## src/rtl/ac97_pkg.sv

```systemverilog
// Shared constants for the AC97 frame transmitter: frame geometry, init FSM states and command ROM.
// The init FSM and ROM are only used when AC97_CMD_INIT_EN is defined.
package ac97_pkg;

    localparam int unsigned SLOT0_END   = 15;
    localparam int unsigned SLOT1_END   = 35;
    localparam int unsigned SLOT2_END   = 55;
    localparam int unsigned SLOT3_END   = 75;
    localparam int unsigned SLOT4_END   = 95;
    localparam int unsigned FRAME_BITS  = 256;
    localparam int unsigned FIFO_RD_POS = 250;

    localparam int unsigned NUM_CMDS = 3;

    typedef logic [1:0] init_state_t;
    localparam init_state_t ST_WAIT_READY = 2'd0;
    localparam init_state_t ST_SEND       = 2'd1;
    localparam init_state_t ST_DONE       = 2'd2;

    function automatic logic [6:0] cmd_reg(input logic [1:0] idx);
        case (idx)
            2'd0:    return 7'h02;
            2'd1:    return 7'h04;
            default: return 7'h18;
        endcase
    endfunction

    function automatic logic [15:0] cmd_val(input logic [1:0] idx);
        case (idx)
            2'd0:    return 16'h0000;
            2'd1:    return 16'h0000;
            default: return 16'h0808;
        endcase
    endfunction

endpackage

```

## src/rtl/ac97_cmd_seq.sv

```systemverilog
// Codec register init sequencer: waits for codec ready, then issues one write per frame from the ROM.
// Instantiated by ac97_frame_tx only when AC97_CMD_INIT_EN is defined.
module ac97_cmd_seq
    import ac97_pkg::*;
(
    input  logic        bit_clk_i,
    input  logic        rst_i,
    input  logic        frame_end_i,
    input  logic        codec_ready_i,
    output logic        cmd_valid_o,
    output logic [19:0] cmd_addr_o,
    output logic [19:0] cmd_data_o
);

    init_state_t state_q, state_d;
    logic [1:0]  idx_q, idx_d;

    always_comb begin
        state_d = state_q;
        idx_d   = idx_q;
        if (frame_end_i) begin
            case (state_q)
                ST_WAIT_READY: begin
                    if (codec_ready_i) begin
                        state_d = ST_SEND;
                        idx_d   = 2'd0;
                    end
                end
                ST_SEND: begin
                    if (idx_q == 2'(NUM_CMDS - 1)) begin
                        state_d = ST_DONE;
                    end else begin
                        idx_d = idx_q + 2'd1;
                    end
                end
                default: ;
            endcase
        end
    end

    always_ff @(posedge bit_clk_i or posedge rst_i) begin
        if (rst_i) begin
            state_q <= ST_WAIT_READY;
            idx_q   <= 2'd0;
        end else begin
            state_q <= state_d;
            idx_q   <= idx_d;
        end
    end

    assign cmd_valid_o = (state_q == ST_SEND);
    assign cmd_addr_o  = {1'b0, cmd_reg(idx_q), 12'b0};
    assign cmd_data_o  = {cmd_val(idx_q), 4'b0};

endmodule

```

## src/rtl/ac97_frame_tx.sv

```systemverilog
// AC97 output frame serializer: one FIFO sample per frame, sent on Slots 3 and 4.
// Define AC97_CMD_INIT_EN to add the codec register init sequence on Slots 1/2.
module ac97_frame_tx
    import ac97_pkg::*;
#(
    parameter int unsigned SAMPLE_WIDTH = 20
) (
    input  logic                    bit_clk,
    input  logic                    rst,
    output logic                    sync,
    output logic                    sdata_out,
    input  logic                    sdata_in,
    input  logic [SAMPLE_WIDTH-1:0] fifo_dout,
    input  logic                    fifo_empty,
    output logic                    fifo_rd_en,
    output logic                    frame_start,
    output logic                    underrun
);

    localparam logic [7:0] PosSlot1 = 8'(SLOT0_END + 1);
    localparam logic [7:0] PosSlot2 = 8'(SLOT1_END + 1);
    localparam logic [7:0] PosSlot3 = 8'(SLOT2_END + 1);
    localparam logic [7:0] PosSlot4 = 8'(SLOT3_END + 1);
    localparam logic [7:0] PosSlot5 = 8'(SLOT4_END + 1);
    localparam logic [7:0] PosRd    = 8'(FIFO_RD_POS);
    localparam logic [7:0] PosLatch = 8'(FIFO_RD_POS + 2);
    localparam logic [7:0] PosLast  = 8'(FRAME_BITS - 1);

    logic [7:0]  pos_q;
    logic [19:0] shift_q, shift_d;
    logic [19:0] hold_q;
    logic        sync_q, sdata_q, sdata_d, rd_en_q, fs_q, ur_q, pend_q;

    logic        cmd_valid;
    logic [19:0] cmd_addr, cmd_data;

`ifdef AC97_CMD_INIT_EN
    logic codec_ready_q;

    always_ff @(posedge bit_clk or posedge rst) begin
        if (rst) begin
            codec_ready_q <= 1'b0;
        end else if (pos_q == 8'd2) begin
            codec_ready_q <= sdata_in;
        end
    end

    ac97_cmd_seq u_cmd_seq (
        .bit_clk_i     (bit_clk),
        .rst_i         (rst),
        .frame_end_i   (pos_q == PosLast),
        .codec_ready_i (codec_ready_q),
        .cmd_valid_o   (cmd_valid),
        .cmd_addr_o    (cmd_addr),
        .cmd_data_o    (cmd_data)
    );
`else
    logic unused_sdata_in;
    assign unused_sdata_in = sdata_in;
    assign cmd_valid       = 1'b0;
    assign cmd_addr        = '0;
    assign cmd_data        = '0;
`endif

    logic [15:0] tag;
    logic [19:0] sample_ext;
    assign tag        = {1'b1, cmd_valid, cmd_valid, 2'b11, 11'b0};
    assign sample_ext = 20'(fifo_dout) << (20 - SAMPLE_WIDTH);

    // Each slot start reloads the shift register; slots 5..12 shift out zeros.
    always_comb begin
        logic [19:0] word;
        logic        load;
        word = '0;
        load = 1'b1;
        if (pos_q == 8'd0)          word = {tag, 4'b0};
        else if (pos_q == PosSlot1) word = cmd_valid ? cmd_addr : 20'd0;
        else if (pos_q == PosSlot2) word = cmd_valid ? cmd_data : 20'd0;
        else if (pos_q == PosSlot3) word = hold_q;
        else if (pos_q == PosSlot4) word = hold_q;
        else if (pos_q == PosSlot5) word = '0;
        else                        load = 1'b0;

        if (load) begin
            sdata_d = word[19];
            shift_d = {word[18:0], 1'b0};
        end else begin
            sdata_d = shift_q[19];
            shift_d = {shift_q[18:0], 1'b0};
        end
    end

    always_ff @(posedge bit_clk or posedge rst) begin
        if (rst) begin
            pos_q   <= 8'd0;
            shift_q <= '0;
            hold_q  <= '0;
            sync_q  <= 1'b0;
            sdata_q <= 1'b0;
            rd_en_q <= 1'b0;
            fs_q    <= 1'b0;
            ur_q    <= 1'b0;
            pend_q  <= 1'b0;
        end else begin
            pos_q   <= pos_q + 8'd1;
            shift_q <= shift_d;
            sdata_q <= sdata_d;
            sync_q  <= (pos_q <= 8'(SLOT0_END));
            fs_q    <= (pos_q == 8'd0);
            rd_en_q <= (pos_q == PosRd) && !fifo_empty;
            ur_q    <= (pos_q == PosRd) && fifo_empty;
            // FIFO data is valid the cycle after the pop, i.e. during position 251.
            pend_q  <= rd_en_q;
            if ((pos_q == PosLatch) && pend_q) begin
                hold_q <= sample_ext;
            end
        end
    end

    assign sync        = sync_q;
    assign sdata_out   = sdata_q;
    assign fifo_rd_en  = rd_en_q;
    assign frame_start = fs_q;
    assign underrun    = ur_q;

endmodule

```

## config.mk

```make
export PLATFORM = sky130hd
export DESIGN_NAME = ac97_frame_tx
export DESIGN_NICKNAME = d
export VERILOG_FILES = /design/src/rtl/ac97_pkg.sv /design/src/rtl/ac97_cmd_seq.sv /design/src/rtl/ac97_frame_tx.sv
export SDC_FILE = /design/constraint.sdc
export NUM_CORES = 1
export LEC_CHECK = 0
export BUFFER_PORTS_ARGS = -buffer_cell sky130_fd_sc_hd__buf_2
export CORE_MARGIN = 5
export CORE_UTILIZATION = 53
export CTS_BUF_LIST = sky130_fd_sc_hd__clkbuf_8
export CTS_CLUSTER_DIAMETER = 60
export CTS_CLUSTER_SIZE = 30
export DETAILED_ROUTE_END_ITERATION = 12
export PLACE_DENSITY = 0.81
export SYNTH_ARGS = -nofsm -noshare
export SYNTH_HDL_FRONTEND = slang
export SYNTH_SLANG_ARGS = --single-unit
```

## constraint.sdc

```tcl
create_clock -name bit_clk -period 1.45 [get_ports bit_clk]
set_input_delay 0.0725 -clock bit_clk [delete_from_list [all_inputs] [get_ports bit_clk]]
set_output_delay 0.0725 -clock bit_clk [all_outputs]
set_load 0.005 [all_outputs]
```

==> impl_metrics.toml, run 1 <==
[pwr]
pwr-share-seq_pct = 61.5
pwr_density_cell_mw_per_mm2 = 780
combPwrFrac_pct = 4.2
ir_worst_vdd_v = 0.000794
internal_power_uw = 1870
p_sw_uw = 530
power_frac_clock_pct = 34.3
leakage_uw = 0.00152
switching_share_pct = 22.1

[routing]
wl_met3_um = 284
avgViaCountPerCell = 5.64
routed_wl_um = 5350
ant_nets = 0
wl_per_cell_um = 19.1
vias = 1579
met2_length_um = 2680
wl_met1_um = 2290
routed.top_layer = "met4"
drt_iter0_drc = 69
drc = 0
drtPass1Iterations = 5

[setup_path]
r2r-start = "pos_q[6]$_DFF_PP0_"
cp.required_ps = 1640
worstSetupEndpointType = "flop"
r2r_end = "shift_q[17]$_DFF_PP0_"
crit_arrival_ps = 1890
worstSetupPathType = "flop to flop"
worstRegToRegCells = 5
cp_max_fo = 7
r2r_slack_ps = -250
worstSetupStartpointType = "flop"

[die]
core_area_mm2 = 0.00397
die_w_um = 73.9
std_cell_rows = 23
die_area_mm2 = 0.00546
die_h_um = 73.9
initial_core_util_pct = 54.5
io_pins = 29

[run_status]
violations = "hold timing, setup timing"
status = "complete, but fails checks"

[timing]
period_share_pct = 117
hold_ws_ps = -7.01
final-hold-violation-count = 3
fin_tns_setup_ps = -7060
setup_ws_ps = -247
rsz0062_at_grt = "true"
max_slew_margin_pct = 72.7
fmax_mhz = 589
worst_slew_pin_slew_ps = 409
finalMaxSlewViolations = 0
skew_ps = 9.17
period_minus_slack_ps = 1700
setup_viol = 40

[hold_path]
min_to = "hold_q[9]$_DFFE_PP0P_"
hold_class = "input port to flop"
holdPathStages = 2
min_from = "fifo_dout[9]"

[synth]
synth_top_area_cell = "dfrtp_1"
synthesis.area_mm2 = 0.00216
avgSynthCellArea_um2 = 14.2
synth_cells = 152
seq_area_frac_synth_pct = 61.3
synth_area_leaders = "dfrtp_1 61%, mux2_1 10%, a22o_1 6.5%, nor3_1 1.8%, ha_1 1.7%"
ys_warn_count = 0
synth_top_cell_area_share_pct = 61.3
ys_types = 32
synth-seq-cells = 53
syn_nets = 179

[clock_network]
ctsLongestPathBuffers = 2
cts_buffers = 5
cts_sinks = 53
cts_tree = "done"
clock_latency_ps = 310
h-tree-depth = 2
clkSlewWorstSetupHoldPaths_ps = 100
cts_root_buf = "clkbuf_8"

[final_layout]
fillers = 231
area_delta_synth_final_pct = 42.2
fin_util_pct = 77.5
final_layout_size_suffix_gt1_share_pct = 49.1
multi_input_area_um2 = 935
n_antenna_cell = 0
finalNonFillerCells = 280
regArea_mm2 = 0.00133
fin_nets = 256

[placement]
io_buffers = 27
place_hpwl_um = 3000
placed_cells = 245
place.gp.congestion = 0.808

[global_route]
grt.overflow.total = 0
grt_pass1_wl_um = 8110
first_global_vias = 1610
grt_max_degree = 21
grt_usage_pct = 20.0
antenna_found_initial = 0

[job]
cap_violations = 0
[per-layer routing]
layer	GRT usage, %	vias to the layer above
met4	4.63	0
met3	3.97	16
met5	0	-
met1	27.4	793
li1	-	703
met2	33.2	67
[per-stage QoR]
step           total power (uW)  worst slack (ps)  area, um^2
2_1_floorplan              1530             -71.8        2270
3_3_place_gp               1570              -141        2610
3_5_place_dp               1580              -251        2610
4_1_cts                    2400              -131        2970
5_1_grt                    2490              -301        3080
6_report                   2400              -247        3080
[power groups by stage]
stage	combinational [uW]	clock, uW	sequential, uW
final	100	825	1480
after global routing	114	903	1480
after CTS	92.3	827	1480
after detailed placement	69.2	0	1510
after global placement	65.6	0	1510
after floorplan	22.9	0	1510
[worst max path at each step]
stage                  startpoint                     end  slack (ps)
2_1_floorplan  pos_q[5]$_DFF_PP0_   shift_q[10]$_DFF_PP0_         -70
3_3_place_gp   pos_q[6]$_DFF_PP0_  hold_q[17]$_DFFE_PP0P_        -140
3_5_place_dp   pos_q[5]$_DFF_PP0_    shift_q[8]$_DFF_PP0_        -250
4_1_cts        pos_q[6]$_DFF_PP0_    shift_q[8]$_DFF_PP0_        -130
5_1_grt        pos_q[6]$_DFF_PP0_   shift_q[16]$_DFF_PP0_        -300
6_report       pos_q[6]$_DFF_PP0_   shift_q[17]$_DFF_PP0_        -250
[critical path, stage by stage (launching register included)]
cell and delay (ps):
dfrtp_2 470, buf_4 160, nor3_1 50, or4_4 590, a31oi_2 240, nor3_1 80
[what timing repair did]
item                                   4_1_cts  5_1_grt
setup buffers                                8        0
setup endpoints to repair                   40       42
hold buffers                                11        5
gates cloned                                 2        1
endpoints found under the hold margin       27        5
pin swaps                                    5        6
gates resized for setup                     15        6
[placed cells by master (no fill, tap or decap), types with 2 or more instances in the layout]
cell           Yosys  routed
a22o_1            16      16
a31oi_2            0       2
buf_12             0       3
buf_2              4      27
buf_4              4      29
buf_6              1       2
clkbuf_8           0       5
dfrtp_1           53      49
dfrtp_2            0       4
dlygate4sd3_1      0      16
ha_1               3       2
inv_1              4       4
mux2_4             0      20
nand2_1            3       3
nand3_1            3       2
nand3_2            1       2
nand3_4            1       2
nor2b_1            4       3
nor3_1             8       6
nor3_2             0       2
nor4bb_4           1       2
xnor2_1            4       4
xor2_1             2       2
[cell type report]
type / instances / share of cell area, %
repair buffers: 79 / 21.1
clock inverters: 3 / 0.569
inverters: 4 / 0.488
multi-input cells: 86 / 30.4
clock buffers: 5 / 2.24
flip-flops and latches: 53 / 43.3
well taps: 50 / 2.03
[synthesized netlist by cell type (all sizes together)]
library cell and number:
nand4 1, nor2 2, a31oi 3, xor2 2
nand2 3, ha 3, inv 4, nor3 8
nor4 1, xnor2 4, a22o 16, nand4bb 2
nand2b 1, nor2b 4, dfrtp 53, nand3 5
nor4b 1, or4 2, mux2 20, buf 10
nor4bb 3, and4 1, a211oi 1, and4b 1
and2 1
[cells by family after synthesis]
family	synth area share, %
AOI/OAI and AO/OA	7.69
xor gates and xnor gates	2.43
adders and majority gates	1.73
buffers and inverters	4.22
DFF	61.3
muxes	10.4
and+or+nand+nor	12.3
[flip-flops by register name, summed over array words and instances, names as in the netlist]
signal / count
fifo_rd_en: 1
frame_start: 1
hold_q: 20
pend_q: 1
pos_q: 8
sdata_out: 1
shift_q: 19
sync: 1
underrun: 1
Power figures use the tool's default switching activity.
==> run 2: changes to the inputs <==
--- a/config.mk
+++ b/config.mk
@@ -6,7 +6,7 @@
 export NUM_CORES = 1
 export LEC_CHECK = 0
 export BUFFER_PORTS_ARGS = -buffer_cell sky130_fd_sc_hd__buf_2
-export CORE_MARGIN = 5
+export CORE_MARGIN = 2
 export CORE_UTILIZATION = 53
 export CTS_BUF_LIST = sky130_fd_sc_hd__clkbuf_8
 export CTS_CLUSTER_DIAMETER = 60
==> impl_metrics.toml, run 2 (synthesis results as in run 1) <==
[run_status]
status = "complete, but fails checks"
violations = "setup timing"

[routing]
ant_nets = 0
vias = 1586
avgViaCountPerCell = 5.64
drtPass1Iterations = 4
wl_per_cell_um = 19.7
drt_iter0_drc = 77
drc = 0
routed_wl_um = 5530

[die]
die_h_um = 67.9
core_area_mm2 = 0.00397
io_pins = 29
die_w_um = 67.9
die_area_mm2 = 0.00461
std_cell_rows = 23
initial_core_util_pct = 54.5

[final_layout]
final_common_cell = "dfrtp_1"
top_register = "hold_q"
layout_common_cells = "49 x dfrtp_1, 27 x buf_2, 27 x buf_4"
post-route-cell-area_mm2 = 0.00310
fillers = 225
final_layout_size_suffix_gt1_share_pct = 48.1
largest_reg_flops = 20
finalNonFillerCells = 281
area_delta_synth_final_pct = 43.1
n_antenna_cell = 0
largestRegisters = "hold_q: 20 flops, shift_q: 19 flops, pos_q: 8 flops"
fin_nets = 257

[global_route]
met2_usage_pct = 41.1
grt_util_met3_pct = 4.93
grt_pass1_wl_um = 7760
grtUsageMet1_pct = 30.1
antenna_found_initial = 0
grt_usage_pct = 24.0
grt.busiest_layer = "met2"
grt.overflow.total = 0
first_global_vias = 1572
grt_max_degree = 23

[clock_network]
clock_latency_ps = 310
ctsLongestPathBuffers = 2
h-tree-depth = 2
cts_sinks = 53
cts_root_buf = "clkbuf_8"
clkSlewWorstSetupHoldPaths_ps = 90
cts_buffers = 5
cts_tree = "done"

[setup_path]
cp_cell_sequence = "nor4bb_4, or4_4, a31oi_1, nor3_1"
worstSetupPathType = "flop to flop"
cp_max_fo = 8
crit_arrival_ps = 1880
slowest_delay_ps = 560
cp.required_ps = 1640
worstSetupStartpointType = "flop"
worstSetupEndpointType = "flop"
slowest_stage = "or4_4"

[timing]
fmax_mhz = 590
setup_viol = 40
skew_ps = 15.2
period_share_pct = 117
worst_slew_pin_slew_ps = 507
period_minus_slack_ps = 1690
final-hold-violation-count = 0
rsz0062_at_grt = "true"
max_slew_margin_pct = 66.2
setup_ws_ps = -244
finalMaxSlewViolations = 0

[pwr]
pwr_density_cell_mw_per_mm2 = 832
leakage_uw = 0.00150
ir_worst_vdd_v = 0.000650

[placement]
postPlaceCellArea_mm2 = 0.00259
place.gp.congestion = 0.843
io_buffers = 27
place_hpwl_um = 3060
placed_cells = 244

[hold_path]
hold_class = "input port to flop"

[job]
cap_violations = 0
[run 2: cell types whose count changed in the layout (fill, tap and decap cells not counted), sizes merged]
cell         change
bufinv           +1
dlygate4sd3      +1
inv              -1
buf              -1
clkbuf           +1
[run 2: per-layer routing]
layer	wire [um]	vias to the layer above
li1	-	709
met1	2250	818
met2	2940	45
met3	215	14
met4	123	0
met5	0	-
[run 2: stage by stage]
step                      utilization [%]  hold slack [ps]  setup WS (ps)  power, uW  TNS [ps]
final                                78.0             9.89           -244       2580     -7270
after global routing                 78.0             6.90           -321       2660     -9240
after CTS                            75.2             2.40           -153       2580     -3870
after global placement               65.2              115           -141       1570     -5290
after detailed placement             65.2              124           -224       1580     -7630
after floorplan                         -              144          -71.8       1530     -1230
[run 2: power breakdown]
| part | switching, uW | total, uW | internal (uW) |
|---|---|---|---|
| Clock | 482 | 994 | 512 |
| Combinational | 45.9 | 105 | 59.0 |
| Sequential | 0 | 1480 | 1480 |
| Total | 528 | 2580 | 2050 |
[run 2: worst paths after layout]
kind / from / end / slack [ps] / cells after the start
worst max-delay path: pos_q[5]$_DFF_PP0_ / sdata_out$_DFF_PP0_ / -240 / 4
worst min-delay path: fifo_dout[11] / hold_q[11]$_DFFE_PP0P_ / 10 / 2
worst max register to register: pos_q[5]$_DFF_PP0_ / sdata_out$_DFF_PP0_ / -240 / 4
worst min register to register: fifo_rd_en$_DFF_PP0_ / pend_q$_DFF_PP0_ / 400 / 0
max in group asynchronous: rst / pos_q[4]$_DFF_PP0_ / 530 / 4
min in group asynchronous: rst / hold_q[18]$_DFFE_PP0P_ / 320 / 3
[run 2: cell type report]
| class | instances | area, um^2 | area share (%) |
|---|---|---|---|
| clock buffer | 5 | 68.8 | 2.22 |
| inverter | 4 | 15.0 | 0.485 |
| sequential | 53 | 1330 | 43.0 |
| clock inverter | 3 | 42.5 | 1.37 |
| tap | 50 | 62.6 | 2.02 |
| timing repair buffer | 80 | 663 | 21.4 |
| multi-input combinational | 86 | 913 | 29.5 |
[run 2: what timing repair did]
action                                  CTS  global route
endpoints found under the setup margin   39            42
hold buffers                             17             0
gates resized for setup                  15             7
endpoints found under the hold margin    36             0
pin swaps                                11             8
setup buffers                             5             3
cloned                                    2             2
[run 2: critical path: cells and delay by family, from the launching register on]
| family | cells | cell delay [ps] |
|---|---|---|
| flip-flops | 1 | 480 |
| AO/OA/AOI/OAI | 1 | 260 |
| AND/OR/NAND/NOR | 3 | 840 |
==> run 3: changes to the inputs <==
--- a/config.mk
+++ b/config.mk
@@ -7,12 +7,12 @@
 export LEC_CHECK = 0
 export BUFFER_PORTS_ARGS = -buffer_cell sky130_fd_sc_hd__buf_2
 export CORE_MARGIN = 2
-export CORE_UTILIZATION = 53
+export CORE_UTILIZATION = 50
 export CTS_BUF_LIST = sky130_fd_sc_hd__clkbuf_8
 export CTS_CLUSTER_DIAMETER = 60
 export CTS_CLUSTER_SIZE = 30
 export DETAILED_ROUTE_END_ITERATION = 12
-export PLACE_DENSITY = 0.81
+export PLACE_DENSITY = 0.78
 export SYNTH_ARGS = -nofsm -noshare
 export SYNTH_HDL_FRONTEND = slang
 export SYNTH_SLANG_ARGS = --single-unit
==> impl_metrics.toml, run 3 (synthesis results as in run 1) <==
[run_status]
status = "complete, but fails checks"
violations = "setup timing"

[pwr]
leakage_uw = 0.00155
ir_worst_vdd_v = 0.000704
internal_power_uw = 1930
power_frac_clock_pct = 35.5
switching_share_pct = 21.6
combPwrFrac_pct = 4.4
pwr-share-seq_pct = 60.2
pwr_density_cell_mw_per_mm2 = 766
p_sw_uw = 529

[routing]
drtPass1Iterations = 4
drc = 0
avgViaCountPerCell = 5.53
drt_iter0_drc = 121
wl_per_cell_um = 19.5
vias = 1586
ant_nets = 0
routed_wl_um = 5610

[final_layout]
fillers = 222
top_register = "hold_q"
layout_common_cells = "49 x dfrtp_1, 28 x buf_2, 28 x buf_4"
fin_nets = 263
finalNonFillerCells = 287
n_antenna_cell = 0
final_layout_size_suffix_gt1_share_pct = 51.1
multi_input_area_um2 = 977
largest_reg_flops = 20
largestRegisters = "hold_q: 20 flops, shift_q: 19 flops, pos_q: 8 flops"
post-route-cell-area_mm2 = 0.00320
final_common_cell = "dfrtp_1"
regArea_mm2 = 0.00133
area_delta_synth_final_pct = 48.0

[setup_path]
slowest_delay_ps = 450
path_buf_inv = 1
cp_max_fo = 8
worstSetupPathType = "flop to flop"
slowest_stage = "dfrtp_2"
cpLargestDelayFamily = "simple AND/OR/NAND/NOR gates"
cp.required_ps = 1640
crit_arrival_ps = 1910
cp_cell_sequence = "buf_6, nor4bb_4, or4_4, nand3_4, a22o_1"
worstSetupStartpointType = "flop"
worstSetupEndpointType = "flop"

[global_route]
grt.overflow.total = 0
grt_usage_pct = 23.1
first_global_vias = 1716
antenna_found_initial = 0
grt_max_degree = 24
grt_pass1_wl_um = 8580

[clock_network]
clkSlewWorstSetupHoldPaths_ps = 100
h-tree-depth = 2
cts_sinks = 53
ctsLongestPathBuffers = 2
cts_tree = "done"
cts_root_buf = "clkbuf_8"
clock_latency_ps = 300
cts_buffers = 5

[placement]
pre_cts_ws_ps = -245
placed_cells = 245
postPlaceCellArea_mm2 = 0.00260
place_hpwl_um = 2970
place.gp.congestion = 0.790
io_buffers = 27

[timing]
hold_ws_ps = 10.6
fin_tns_setup_ps = -8590
max_slew_margin_pct = 68.6
skew_ps = 7.51
finalMaxSlewViolations = 0
final-hold-violation-count = 0
worst_slew_pin_slew_ps = 471
rsz0062_at_grt = "true"
period_minus_slack_ps = 1720
setup_ws_ps = -271
setup_viol = 40
fmax_mhz = 581
period_share_pct = 119

[die]
die_h_um = 69.8
core_area_mm2 = 0.00409
std_cell_rows = 23
io_pins = 29
die_w_um = 69.8
initial_core_util_pct = 53.0
die_area_mm2 = 0.00487

[hold_path]
hold_class = "input port to flop"

[job]
cap_violations = 0
## run 3: cell count changes in the layout (fill, tap and decap cells not counted), sizes merged
cell / change
buf: +5
inv: -1
bufinv: -1
dlygate4sd3: +3
clkinv: +1
clkbuf: -1
## run 3: metrics by stage
step / total power (uW) / util (%)
2_1_floorplan: 1530 / -
3_3_place_gp: 1570 / 63.5
3_5_place_dp: 1570 / 63.5
4_1_cts: 2430 / 72.1
5_1_grt: 2570 / 78.4
6_report: 2450 / 78.4
## run 3: power groups by stage
| stage | Combinational, uW | Sequential (uW) | Clock (uW) |
|---|---|---|---|
| 3_3_place_gp | 60.8 | 1510 | 0 |
| 6_report | 108 | 1480 | 870 |
| 5_1_grt | 120 | 1480 | 971 |
| 3_5_place_dp | 65.8 | 1510 | 0 |
| 2_1_floorplan | 22.9 | 1510 | 0 |
| 4_1_cts | 86.6 | 1480 | 869 |
## run 3: what timing repair did
item | in CTS | in global routing
cloned | 3 | 0
setup endpoints to repair | 39 | 43
hold buffers | 10 | 10
endpoints found under the hold margin | 30 | 10
pin swaps | 8 | 13
setup buffers | 8 | 3
resized for setup | 13 | 22
## run 3: worst paths after layout
path	endpoint	from	depth (start not counted)	slack, ps
max in group asynchronous	pos_q[6]$_DFF_PP0_	rst	4	460
min in group asynchronous	shift_q[19]$_DFF_PP0_	rst	3	330
hold / removal	hold_q[12]$_DFFE_PP0P_	fifo_dout[12]	2	10
setup reg to reg	shift_q[9]$_DFF_PP0_	pos_q[6]$_DFF_PP0_	5	-270
hold reg to reg	pend_q$_DFF_PP0_	fifo_rd_en$_DFF_PP0_	0	400
setup / recovery	shift_q[9]$_DFF_PP0_	pos_q[6]$_DFF_PP0_	5	-270
## run 3: layout make-up
cell class              count  share of cell area [%]
flip-flops and latches     53                    41.5
multi-input cells          86                    30.5
repair buffers             86                    22.5
clock buffers               6                    2.58
well taps                  50                    1.95
inverters                   4                   0.469
clock inverters             2                   0.430
## run 3: metal layers
metal | GRT usage, % | routed length, um | vias to the layer above
met4 | 11.1 | 178 | 0
met2 | 37.1 | 2890 | 59
met1 | 29.1 | 2280 | 792
met3 | 5.96 | 257 | 19
met5 | 0 | 0 | -
li1 | - | - | 716
## run 3: worst register-to-register path: stages, from the launching register on
cell and delay (ps):
dfrtp_2 450, buf_6 130, nor4bb_4 350, or4_4 270
nand3_4 160, a22o_1 250
